### config.mk
export PLATFORM = sky130hd
export DESIGN_NAME = nibble_serial_adder
export DESIGN_NICKNAME = d
export VERILOG_FILES = /design/src/rtl/nibble_serial_adder_pkg.sv /design/src/rtl/nibble_serial_adder_cla4_slice.sv /design/src/rtl/nibble_serial_adder.sv
export SDC_FILE = /design/constraint.sdc
export NUM_CORES = 1
export LEC_CHECK = 0
export CORE_MARGIN = 2
export CORE_UTILIZATION = 40
export DETAILED_ROUTE_END_ITERATION = 12
export PLACE_DENSITY = 0.69
export SLEW_MARGIN = 20
export SYNTH_ARGS = -nofsm -noshare
export SYNTH_HDL_FRONTEND = slang
export SYNTH_SLANG_ARGS = --single-unit
### constraint.sdc
create_clock -name clk -period 3.7 [get_ports clk]
set_input_delay 0.555 -clock clk [delete_from_list [all_inputs] [get_ports clk]]
set_output_delay 0.555 -clock clk [all_outputs]
set_load 0.005 [all_outputs]
### src/rtl/nibble_serial_adder_pkg.sv
// Shared definitions for the nibble-serial adder.
//   state_t     : FSM state encoding (IDLE / RUN / DONE)
//   NIB_W       : width of one nibble step (4 bits)
//   cnt_width() : bit width of the nibble counter for a given step count
package nibble_serial_adder_pkg;

   typedef enum logic [1:0] {
      IDLE = 2'd0,
      RUN  = 2'd1,
      DONE = 2'd2
   } state_t;

   localparam int NIB_W = 4;

   // Counter must be at least one bit wide even for a single step.
   function automatic int cnt_width(input int nib);
      return (nib > 1) ? $clog2(nib) : 1;
   endfunction

endpackage

### src/rtl/nibble_serial_adder_cla4_slice.sv
// cla4_slice: purely combinational 4-bit carry-lookahead adder.
// Ports:
//   A, B  : 4-bit addends
//   cin   : carry-in
//   S     : 4-bit sum
//   cout  : carry-out of bit 3
module cla4_slice (
   input  logic [3:0] A,
   input  logic [3:0] B,
   input  logic       cin,
   output logic [3:0] S,
   output logic       cout
);

   logic [3:0] g;
   logic [3:0] p;
   logic [4:0] c;

   assign g = A & B;
   assign p = A ^ B;

   // Every carry is computed directly from generate/propagate terms and cin,
   // so no carry ripples from one bit to the next.
   assign c[0] = cin;
   assign c[1] = g[0] | (p[0] & cin);
   assign c[2] = g[1] | (p[1] & g[0]) | (p[1] & p[0] & cin);
   assign c[3] = g[2] | (p[2] & g[1]) | (p[2] & p[1] & g[0])
               | (p[2] & p[1] & p[0] & cin);
   assign c[4] = g[3] | (p[3] & g[2]) | (p[3] & p[2] & g[1])
               | (p[3] & p[2] & p[1] & g[0]) | (p[3] & p[2] & p[1] & p[0] & cin);

   assign S    = p ^ c[3:0];
   assign cout = c[4];

endmodule

### src/rtl/nibble_serial_adder.sv
// nibble_serial_adder: multi-cycle WIDTH-bit adder that pushes one nibble per
// clock through a single cla4_slice. A start accepted in IDLE or DONE captures
// the operands; WIDTH/4 RUN cycles follow, then a one-cycle DONE pulse.
// Optional feature macro: NIBBLE_SERIAL_ADDER_ADDSUB_EN (adds port sub; when
// sub=1 the result is a - b and cout=1 means no borrow).
// Ports:
//   clk   : clock, rising edge
//   rst   : asynchronous active-high reset
//   start : request, sampled only in IDLE or DONE
//   a, b  : WIDTH-bit operands, captured on accepted start
//   cin   : carry-in, captured on accepted start
//   sub   : (macro only) subtract select, captured on accepted start
//   busy  : high while in RUN
//   done  : one-cycle pulse, result valid
//   sum   : registered WIDTH-bit result
//   cout  : registered carry-out of the MSB nibble
module nibble_serial_adder
   import nibble_serial_adder_pkg::*;
#(
   parameter int WIDTH = 16
) (
   input  logic             clk,
   input  logic             rst,
   input  logic             start,
   input  logic [WIDTH-1:0] a,
   input  logic [WIDTH-1:0] b,
   input  logic             cin,
`ifdef NIBBLE_SERIAL_ADDER_ADDSUB_EN
   input  logic             sub,
`endif
   output logic             busy,
   output logic             done,
   output logic [WIDTH-1:0] sum,
   output logic             cout
);

   localparam int NIB = WIDTH / NIB_W;
   localparam int CW  = cnt_width(NIB);

   state_t           state;
   state_t           state_next;
   logic             load;
   logic             step;
   logic             last;

   logic [CW-1:0]    counter;
   logic [WIDTH-1:0] a_reg;
   logic [WIDTH-1:0] b_reg;
   logic             carry_reg;
   logic [WIDTH-1:0] sum_reg;
   logic             cout_reg;

   logic [WIDTH-1:0] b_eff;
   logic             carry_init;
   logic [3:0]       slice_a;
   logic [3:0]       slice_b;
   logic [3:0]       slice_s;
   logic             slice_cout;

`ifdef NIBBLE_SERIAL_ADDER_ADDSUB_EN
   logic sub_reg;

   // Subtraction is a + ~b + 1: invert every b nibble and force the initial carry.
   assign b_eff      = b_reg ^ {WIDTH{sub_reg}};
   assign carry_init = sub ? 1'b1 : cin;
`else
   assign b_eff      = b_reg;
   assign carry_init = cin;
`endif

   assign last = (counter == CW'(NIB - 1));

   // ---------------- FSM ----------------
   always_ff @(posedge clk or posedge rst) begin
      if (rst) state <= IDLE;
      else     state <= state_next;
   end

   always_comb begin
      state_next = state;
      load       = 1'b0;
      step       = 1'b0;
      busy       = 1'b0;
      done       = 1'b0;
      case (state)
         IDLE: begin
            if (start) begin
               load       = 1'b1;
               state_next = RUN;
            end
         end
         RUN: begin
            busy = 1'b1;
            step = 1'b1;
            if (last) state_next = DONE;
         end
         DONE: begin
            done = 1'b1;
            // A start here begins the next operation with no idle gap.
            if (start) begin
               load       = 1'b1;
               state_next = RUN;
            end else begin
               state_next = IDLE;
            end
         end
         default: state_next = IDLE;
      endcase
   end

   // ---------------- nibble select ----------------
   always_comb begin
      slice_a = '0;
      slice_b = '0;
      for (int i = 0; i < NIB; i++) begin
         if (counter == CW'(i)) begin
            slice_a = a_reg[i*NIB_W +: NIB_W];
            slice_b = b_eff[i*NIB_W +: NIB_W];
         end
      end
   end

   cla4_slice u_slice (
      .A    (slice_a),
      .B    (slice_b),
      .cin  (carry_reg),
      .S    (slice_s),
      .cout (slice_cout)
   );

   // ---------------- datapath ----------------
   always_ff @(posedge clk or posedge rst) begin
      if (rst) begin
         a_reg     <= '0;
         b_reg     <= '0;
         counter   <= '0;
         carry_reg <= 1'b0;
         sum_reg   <= '0;
         cout_reg  <= 1'b0;
`ifdef NIBBLE_SERIAL_ADDER_ADDSUB_EN
         sub_reg   <= 1'b0;
`endif
      end else if (load) begin
         a_reg     <= a;
         b_reg     <= b;
         counter   <= '0;
         carry_reg <= carry_init;
`ifdef NIBBLE_SERIAL_ADDER_ADDSUB_EN
         sub_reg   <= sub;
`endif
      end else if (step) begin
         // Only the current nibble of sum is written; the others keep old data.
         for (int i = 0; i < NIB; i++) begin
            if (counter == CW'(i)) sum_reg[i*NIB_W +: NIB_W] <= slice_s;
         end
         carry_reg <= slice_cout;
         counter   <= counter + 1'b1;
         if (last) cout_reg <= slice_cout;
      end
   end

   assign sum  = sum_reg;
   assign cout = cout_reg;

endmodule

==> results_dict.tcl, run 1 <==
set metrics [dict create \
    status "finished with violations" \
    failing_checks "DRC" \
    antenna_cells_inserted 0 \
    areaGrowthSynthToFinish_pct 24.4 \
    synth_enable_flop_cells 0 \
    max-vdd-ir-drop_mv 0.414 \
    postSynth.topFlopCell "sky130_fd_sc_hd__dfrtp_1" \
    globalplace.congestion 0.777 \
    dieHeight_microns 85.8 \
    power_switching_mw 1.34 \
    synth.cells.most_frequent "sky130_fd_sc_hd__nand2_1 (103), sky130_fd_sc_hd__dfrtp_1 (54), sky130_fd_sc_hd__o21ai_0 (16), sky130_fd_sc_hd__a21oi_1 (12), sky130_fd_sc_hd__inv_1 (11)" \
    met1_routed_length_microns 2690 \
    wl_met2_microns 2580 \
    pwr-share-seq_pct 33.8 \
    synth-adder-area-share_pct 4.49 \
    clkPwrFrac_pct 11.0 \
    boundaryPins 55 \
    fmax_mhz 332 \
    tritoncts.num_buffers 5 \
    dpl-instance-area_sq_mm 0.00323 \
    total_leakage_power_nw 1.58 \
    grt_setup_unrepaired "false" \
    maxCapViolations 0 \
    first_global_vias 1988 \
    post_synth_simple_gate_area_pct 21.3 \
    final-seq-area_sq_mm 0.00135 \
    synth-compound-area-share_pct 13.7 \
    port-buffer-count 54 \
    design.core.area_sq_mm 0.00642 \
    totalNegativeSetupSlack_ns 0 \
    post_syn_nets 329 \
    async_reset_ff_share_pct 100 \
    grtUsageTotal_pct 16.0 \
    r2r_setup_slack_ns 0.69 \
    postSynthCellCount 284 \
    post-synth-top-count-cell "sky130_fd_sc_hd__nand2_1" \
    final-hold-violation-count 0 \
    path_class "reg2reg" \
    p_int_mw 1.80 \
    cts_tree "built" \
    drc_errors 6 \
    htree_num_levels 2 \
    yosysSeqAreaShare_pct 50.5 \
    first_pass_drt_iterations 11 \
    worst_path_arrival_ns 3.19 \
    critPathRequiredTime_ns 3.88 \
    min_path_type "reg2reg" \
    route.final.wire_length_microns 5600 \
    dpl.hpwl_microns 4140 \
    cts_hold_buffers 0 \
    floorplan.die.width_microns 85.8 \
    drt-initial-drc-count 96 \
    highest_net_fanout_along_the_worst_path 8 \
    drt-wirelength-per-cell_microns 13.7 \
    yosys_warning_total 0 \
    dr.max_layer_used "met4" \
    final_antenna_net_count 0 \
    clk_pin_slew_worst_paths_ns 0.09 \
    pre_cts_ws_ns 0.723 \
    num_vias 2064 \
    final_max_slew_viol_count 0 \
    cts_post_setup_buffers_inserted 0 \
    yosys-mux-area-fraction_pct 4.73 \
    grt_max_degree 55 \
    synth_top_area_cell "sky130_fd_sc_hd__dfrtp_1" \
    postSynthRegisterBits 54 \
    post-layout-total-power_mw 3.14 \
    number_of_buffers_on_the_longest_clock_path 2 \
    finalCritPeriodShare_pct 81.4 \
    start_util_pct 41.6 \
    finish.net_count 376 \
    wire_length_of_the_first_global_routing_pass_microns 9300 \
    post_cts_resized 0 \
    worst_slew_pin_slew_ns 1.01 \
    fp.dieArea_sq_mm 0.00735 \
    stdcell_area_sq_mm 0.00333 \
    cts-root-buf "sky130_fd_sc_hd__clkbuf_8" \
    switching_share_pct 42.6 \
    layout_min_cycle_time_ns 3.01 \
    final_setup_violation_count 0 \
    met3WireLength_microns 230 \
    floorplan.rows 29 \
    routed_via_density 5.05 \
    synth_xor_area_share_pct 0.328 \
    mappedNetlistArea_sq_mm 0.00267 \
    worst_slack_ns 0.687 \
    pwr_dens_mw_per_mm2 945 \
    worst_clock_skew_ns 0.0108 \
    yosys-top-cells-area "sky130_fd_sc_hd__dfrtp_1 (51%), sky130_fd_sc_hd__nand2_1 (14%), sky130_fd_sc_hd__ha_1 (3.7%)" \
    synth_cell_types 35 \
    critPathCaptureType "flip-flop" \
    avgSynthCellArea_sq_um 9.41 \
    post_route_cells_drive_above_1_share_pct 7.23 \
    combPwrFrac_pct 55.2 \
    n_fill_cell 635 \
    startpoint_type "flip-flop" \
    synthDominantCellAreaShare_pct 50.5 \
    antenna_violations_before_repair 0 \
    max-slew-margin-rel_pct 32.7 \
    clk_latency_ns 0.31 \
    global_route.overflow_total 0 \
    multiInputGateArea_sq_mm 0.00119 \
    clock_sinks 54 \
    main_combinational_cell_family_by_area_after_synthesis "simple AND/OR/NAND/NOR gates" \
]
## kinds of logic (layout without fill, tap and decap cells)
kind of cell,count (synthesis),count (layout)
AO/OA/AOI/OAI,54,54
XOR/XNOR,1,1
adder cells (fa/ha/maj),9,9
buffers and inverters,26,74
flip-flops,54,54
multiplexers,12,12
AND/OR/NAND/NOR,128,128
## metal layers
metal / GRT usage [%] / vias up
li1: - / 1041
met1: 21.2 / 961
met2: 25.8 / 52
met3: 3.66 / 10
met4: 5.63 / 0
met5: 0 / -
## power groups by stage
stage | logic, mW | registers [mW] | clock network (mW)
after floorplan | 1.26 | 1.02 | 0
after global placement | 1.70 | 1.07 | 0
after detailed placement | 1.74 | 1.08 | 0
after CTS | 1.75 | 1.07 | 0.356
after global routing | 1.94 | 1.10 | 0.374
final | 1.74 | 1.06 | 0.347
## placed cells by master (no fill, tap or decap), types with 5 or more instances in the layout
| master | Yosys | final |
|---|---|---|
| sky130_fd_sc_hd__clkbuf_8 | 0 | 6 |
| sky130_fd_sc_hd__nor2b_1 | 6 | 5 |
| sky130_fd_sc_hd__a22o_1 | 5 | 5 |
| sky130_fd_sc_hd__nand2_1 | 103 | 103 |
| sky130_fd_sc_hd__ha_1 | 8 | 8 |
| sky130_fd_sc_hd__o31ai_1 | 10 | 10 |
| sky130_fd_sc_hd__mux2i_1 | 7 | 7 |
| sky130_fd_sc_hd__mux2_2 | 5 | 5 |
| sky130_fd_sc_hd__dfrtp_1 | 54 | 54 |
| sky130_fd_sc_hd__a21oi_1 | 12 | 12 |
| sky130_fd_sc_hd__inv_1 | 11 | 10 |
| sky130_fd_sc_hd__clkdlybuf4s50_1 | 0 | 54 |
| sky130_fd_sc_hd__o21ai_0 | 16 | 16 |
| sky130_fd_sc_hd__nand3_1 | 5 | 5 |
## worst paths after layout
kind	from	end	cells past startpoint
hold reg to reg	sum[13]	sum[13]	2
max in group asynchronous	rst	sum[10]	2
setup reg to reg	counter[0]	sum[6]	9
setup / recovery	counter[0]	sum[6]	9
min in group asynchronous	rst	sum[7]	2
hold / removal	sum[13]	sum[13]	2
## cell type report
class | count | share of cell area, %
inverter | 11 | 1.28
sequential | 54 | 40.6
timing repair buffer | 55 | 16.5
clock inverter | 1 | 0.263
multi-input combinational | 204 | 35.9
clock buffer | 7 | 2.59
tap | 77 | 2.90
## per-stage QoR
step,std cells,util (%),hold WS [ns]
3_3_place_gp,401,50.3,0.461
3_5_place_dp,401,50.3,0.468
5_1_grt,409,51.8,0.512
4_1_cts,409,51.8,0.491
6_report,409,51.8,0.487
2_1_floorplan,284,-,0.446
## critical path, cell delays in order (launching register included)
cell and delay [ns]:
sky130_fd_sc_hd__dfrtp_1 0.44, sky130_fd_sc_hd__inv_1 0.11, sky130_fd_sc_hd__ha_1 0.36, sky130_fd_sc_hd__nor2b_1 0.27, sky130_fd_sc_hd__a221oi_1 0.12, sky130_fd_sc_hd__o31ai_1 0.47
sky130_fd_sc_hd__ha_1 0.35, sky130_fd_sc_hd__a211o_2 0.38, sky130_fd_sc_hd__a21oi_1 0.27, sky130_fd_sc_hd__o31ai_1 0.13
(Power assumes the default switching activity.)
==> run 2, diff against run 1 <==
PLACE_DENSITY = 0.71   (was 0.69)
clock period = 2.7 ns   (was 3.7 ns; I/O delays follow)
==> run 2 against run 1 <==
  * Sequential power increased by 38%
  * Clock-buffer cell count unchanged
  * Routed wire length rose by 3.4%
  * Global-route usage is 0.14 points higher
  * The flow still finishes with violations (DRC)
  * Die area did not move
  * Highest routed layer unchanged
  * Largest power group unchanged
  * Critical path depth stayed put
  * Non-clock buffer count is 10 higher
  * Flip-flop and latch count is the same
  * Clock power increased by 35%
==> results_dict.tcl, run 2 (synthesized netlist as in run 1, its figures left out) <==
set metrics [dict create \
    post_layout_nonfiller_instances 419 \
    port-buffer-count 54 \
    floorplan.die.width_microns 85.8 \
    antenna_cells_inserted 0 \
    areaGrowthSynthToFinish_pct 29.3 \
    critPathCaptureType "flip-flop" \
    grtUsageTotal_pct 16.1 \
    antenna_violations_before_repair 0 \
    layout.core_utilization_pct 53.8 \
    final_setup_violation_count 0 \
    tritoncts.num_buffers 5 \
    drt-initial-drc-count 117 \
    worst_r2r_path_depth 9 \
    fp.dieArea_sq_mm 0.00735 \
    first_pass_drt_iterations 10 \
    htree_num_levels 2 \
    num_vias 2128 \
    crit-reg2reg-launch "counter[0]" \
    max-vdd-ir-drop_mv 0.543 \
    cts_tree "built" \
    worst_path_arrival_ns 2.73 \
    grt_max_degree 39 \
    fmax_mhz 395 \
    status "finished with violations" \
    clk_pin_slew_worst_paths_ns 0.09 \
    layout_min_cycle_time_ns 2.53 \
    worst_slew_pin_slew_ns 0.601 \
    path_class "reg2reg" \
    final_antenna_net_count 0 \
    dp_cells 409 \
    routed_via_density 5.08 \
    maxCapViolations 0 \
    post_route_cells_drive_above_1_share_pct 12.3 \
    critPathRequiredTime_ns 2.90 \
    final_max_slew_viol_count 0 \
    final_cell_mix "sky130_fd_sc_hd__nand2_1 (103), sky130_fd_sc_hd__dfrtp_1 (54), sky130_fd_sc_hd__clkdlybuf4s50_1 (54), sky130_fd_sc_hd__o21ai_0 (16), sky130_fd_sc_hd__a21oi_1 (11)" \
    route.final.wire_length_microns 5790 \
    finish.net_count 386 \
    cts_hold_buffers 0 \
    dpl.hpwl_microns 4250 \
    drc_errors 3 \
    pwr_dens_mw_per_mm2 1310 \
    drt-wirelength-per-cell_microns 13.8 \
    n_fill_cell 577 \
    number_of_buffers_on_the_longest_clock_path 2 \
    total_leakage_power_nw 1.64 \
    floorplan.rows 29 \
    wire_length_of_the_first_global_routing_pass_microns 9520 \
    first_global_vias 2040 \
    globalplace.congestion 0.778 \
    max-slew-margin-rel_pct 59.8 \
    clock_sinks 54 \
    r2r_setup_slack_ns 0.17 \
    boundaryPins 55 \
    worst_clock_skew_ns 0.00574 \
    failing_checks "DRC" \
    start_util_pct 41.6 \
    dieHeight_microns 85.8 \
    design.core.area_sq_mm 0.00642 \
    final-hold-violation-count 0 \
    startpoint_type "flip-flop" \
    clk_latency_ns 0.31 \
    most_common_cell_after_layout_fill_and_taps_aside "sky130_fd_sc_hd__nand2_1" \
    cts-root-buf "sky130_fd_sc_hd__clkbuf_8" \
    regToRegEndpoint "sum[10]" \
    highest_net_fanout_along_the_worst_path 5 \
    global_route.overflow_total 0 \
    finalCritPeriodShare_pct 93.9 \
    min_path_type "in2async" \
]
run 2: cell count changes in the layout (fill, tap and decap cells not counted), sizes merged:
cell,previous run,this run
buf,1,11
run 2: final cells by class:
class,instances,area (sq um),area share [%]
multi-input combinational,204,1240,35.9
timing repair buffer,65,636,18.4
sequential,54,1350,39.1
inverter,11,41.3,1.19
clock inverter,1,5.00,0.145
clock buffer,7,86.3,2.50
tap,77,96.3,2.79
run 2: what timing repair did:
item / in CTS / in global routing
pin swaps: 0 / 1
setup buffers: 0 / 2
resized for setup: 1 / 8
setup endpoints to repair: 3 / 9
run 2: worst max-delay path by stage:
stage	end	cells past startpoint	start	slack [ns]
final	sum[10]	9	counter[0]	0.17
after global routing	sum[14]	9	counter[0]	-0.03
after CTS	sum[6]	10	counter[0]	0.06
after detailed placement	sum[6]	9	counter[0]	0.01
after global placement	sum[14]	9	counter[0]	0.12
after floorplan	sum[14]	10	counter[0]	0.08
run 2: through the flow:
stage	cell area [sq um]	hold WS, ns	total power, mW	worst slack, ns	setup TNS (ns)
finish	3460	0.483	4.53	0.166	0
global route	3460	0.512	4.90	-0.0348	-0.0771
CTS	3400	0.487	4.38	0.0554	0
detailed placement	3300	0.463	3.91	0.0150	0
global placement	3300	0.461	3.84	0.115	0
floorplan	2670	0.446	3.12	0.0794	0
run 2: power breakdown:
part / leakage, nW / internal, mW / total, mW / switching, mW
Clock: 0.0482 / 0.208 / 0.469 / 0.261
Sequential: 0.669 / 1.20 / 1.46 / 0.256
Combinational: 0.919 / 1.20 / 2.60 / 1.40
Total: 1.64 / 2.61 / 4.53 / 1.91
run 2: routing by layer:
metal  track usage [%]  share of wire [%]  vias to the layer above
met2              26.0                 47                       47
li1                  -                  -                     1076
met1              22.0                 47                      994
met5                 0                  0                        -
met4              4.91                1.6                        0
met3              3.27                3.9                       11
run 2: worst max-delay path: stages (launching register included):
cell	delay (ns)
sky130_fd_sc_hd__dfrtp_1	0.43
sky130_fd_sc_hd__inv_1	0.14
sky130_fd_sc_hd__ha_1	0.19
sky130_fd_sc_hd__nor2b_2	0.21
sky130_fd_sc_hd__a221oi_2	0.09
sky130_fd_sc_hd__o31ai_2	0.34
sky130_fd_sc_hd__ha_1	0.33
sky130_fd_sc_hd__a211o_2	0.38
sky130_fd_sc_hd__a21oi_2	0.21
sky130_fd_sc_hd__o31ai_1	0.10
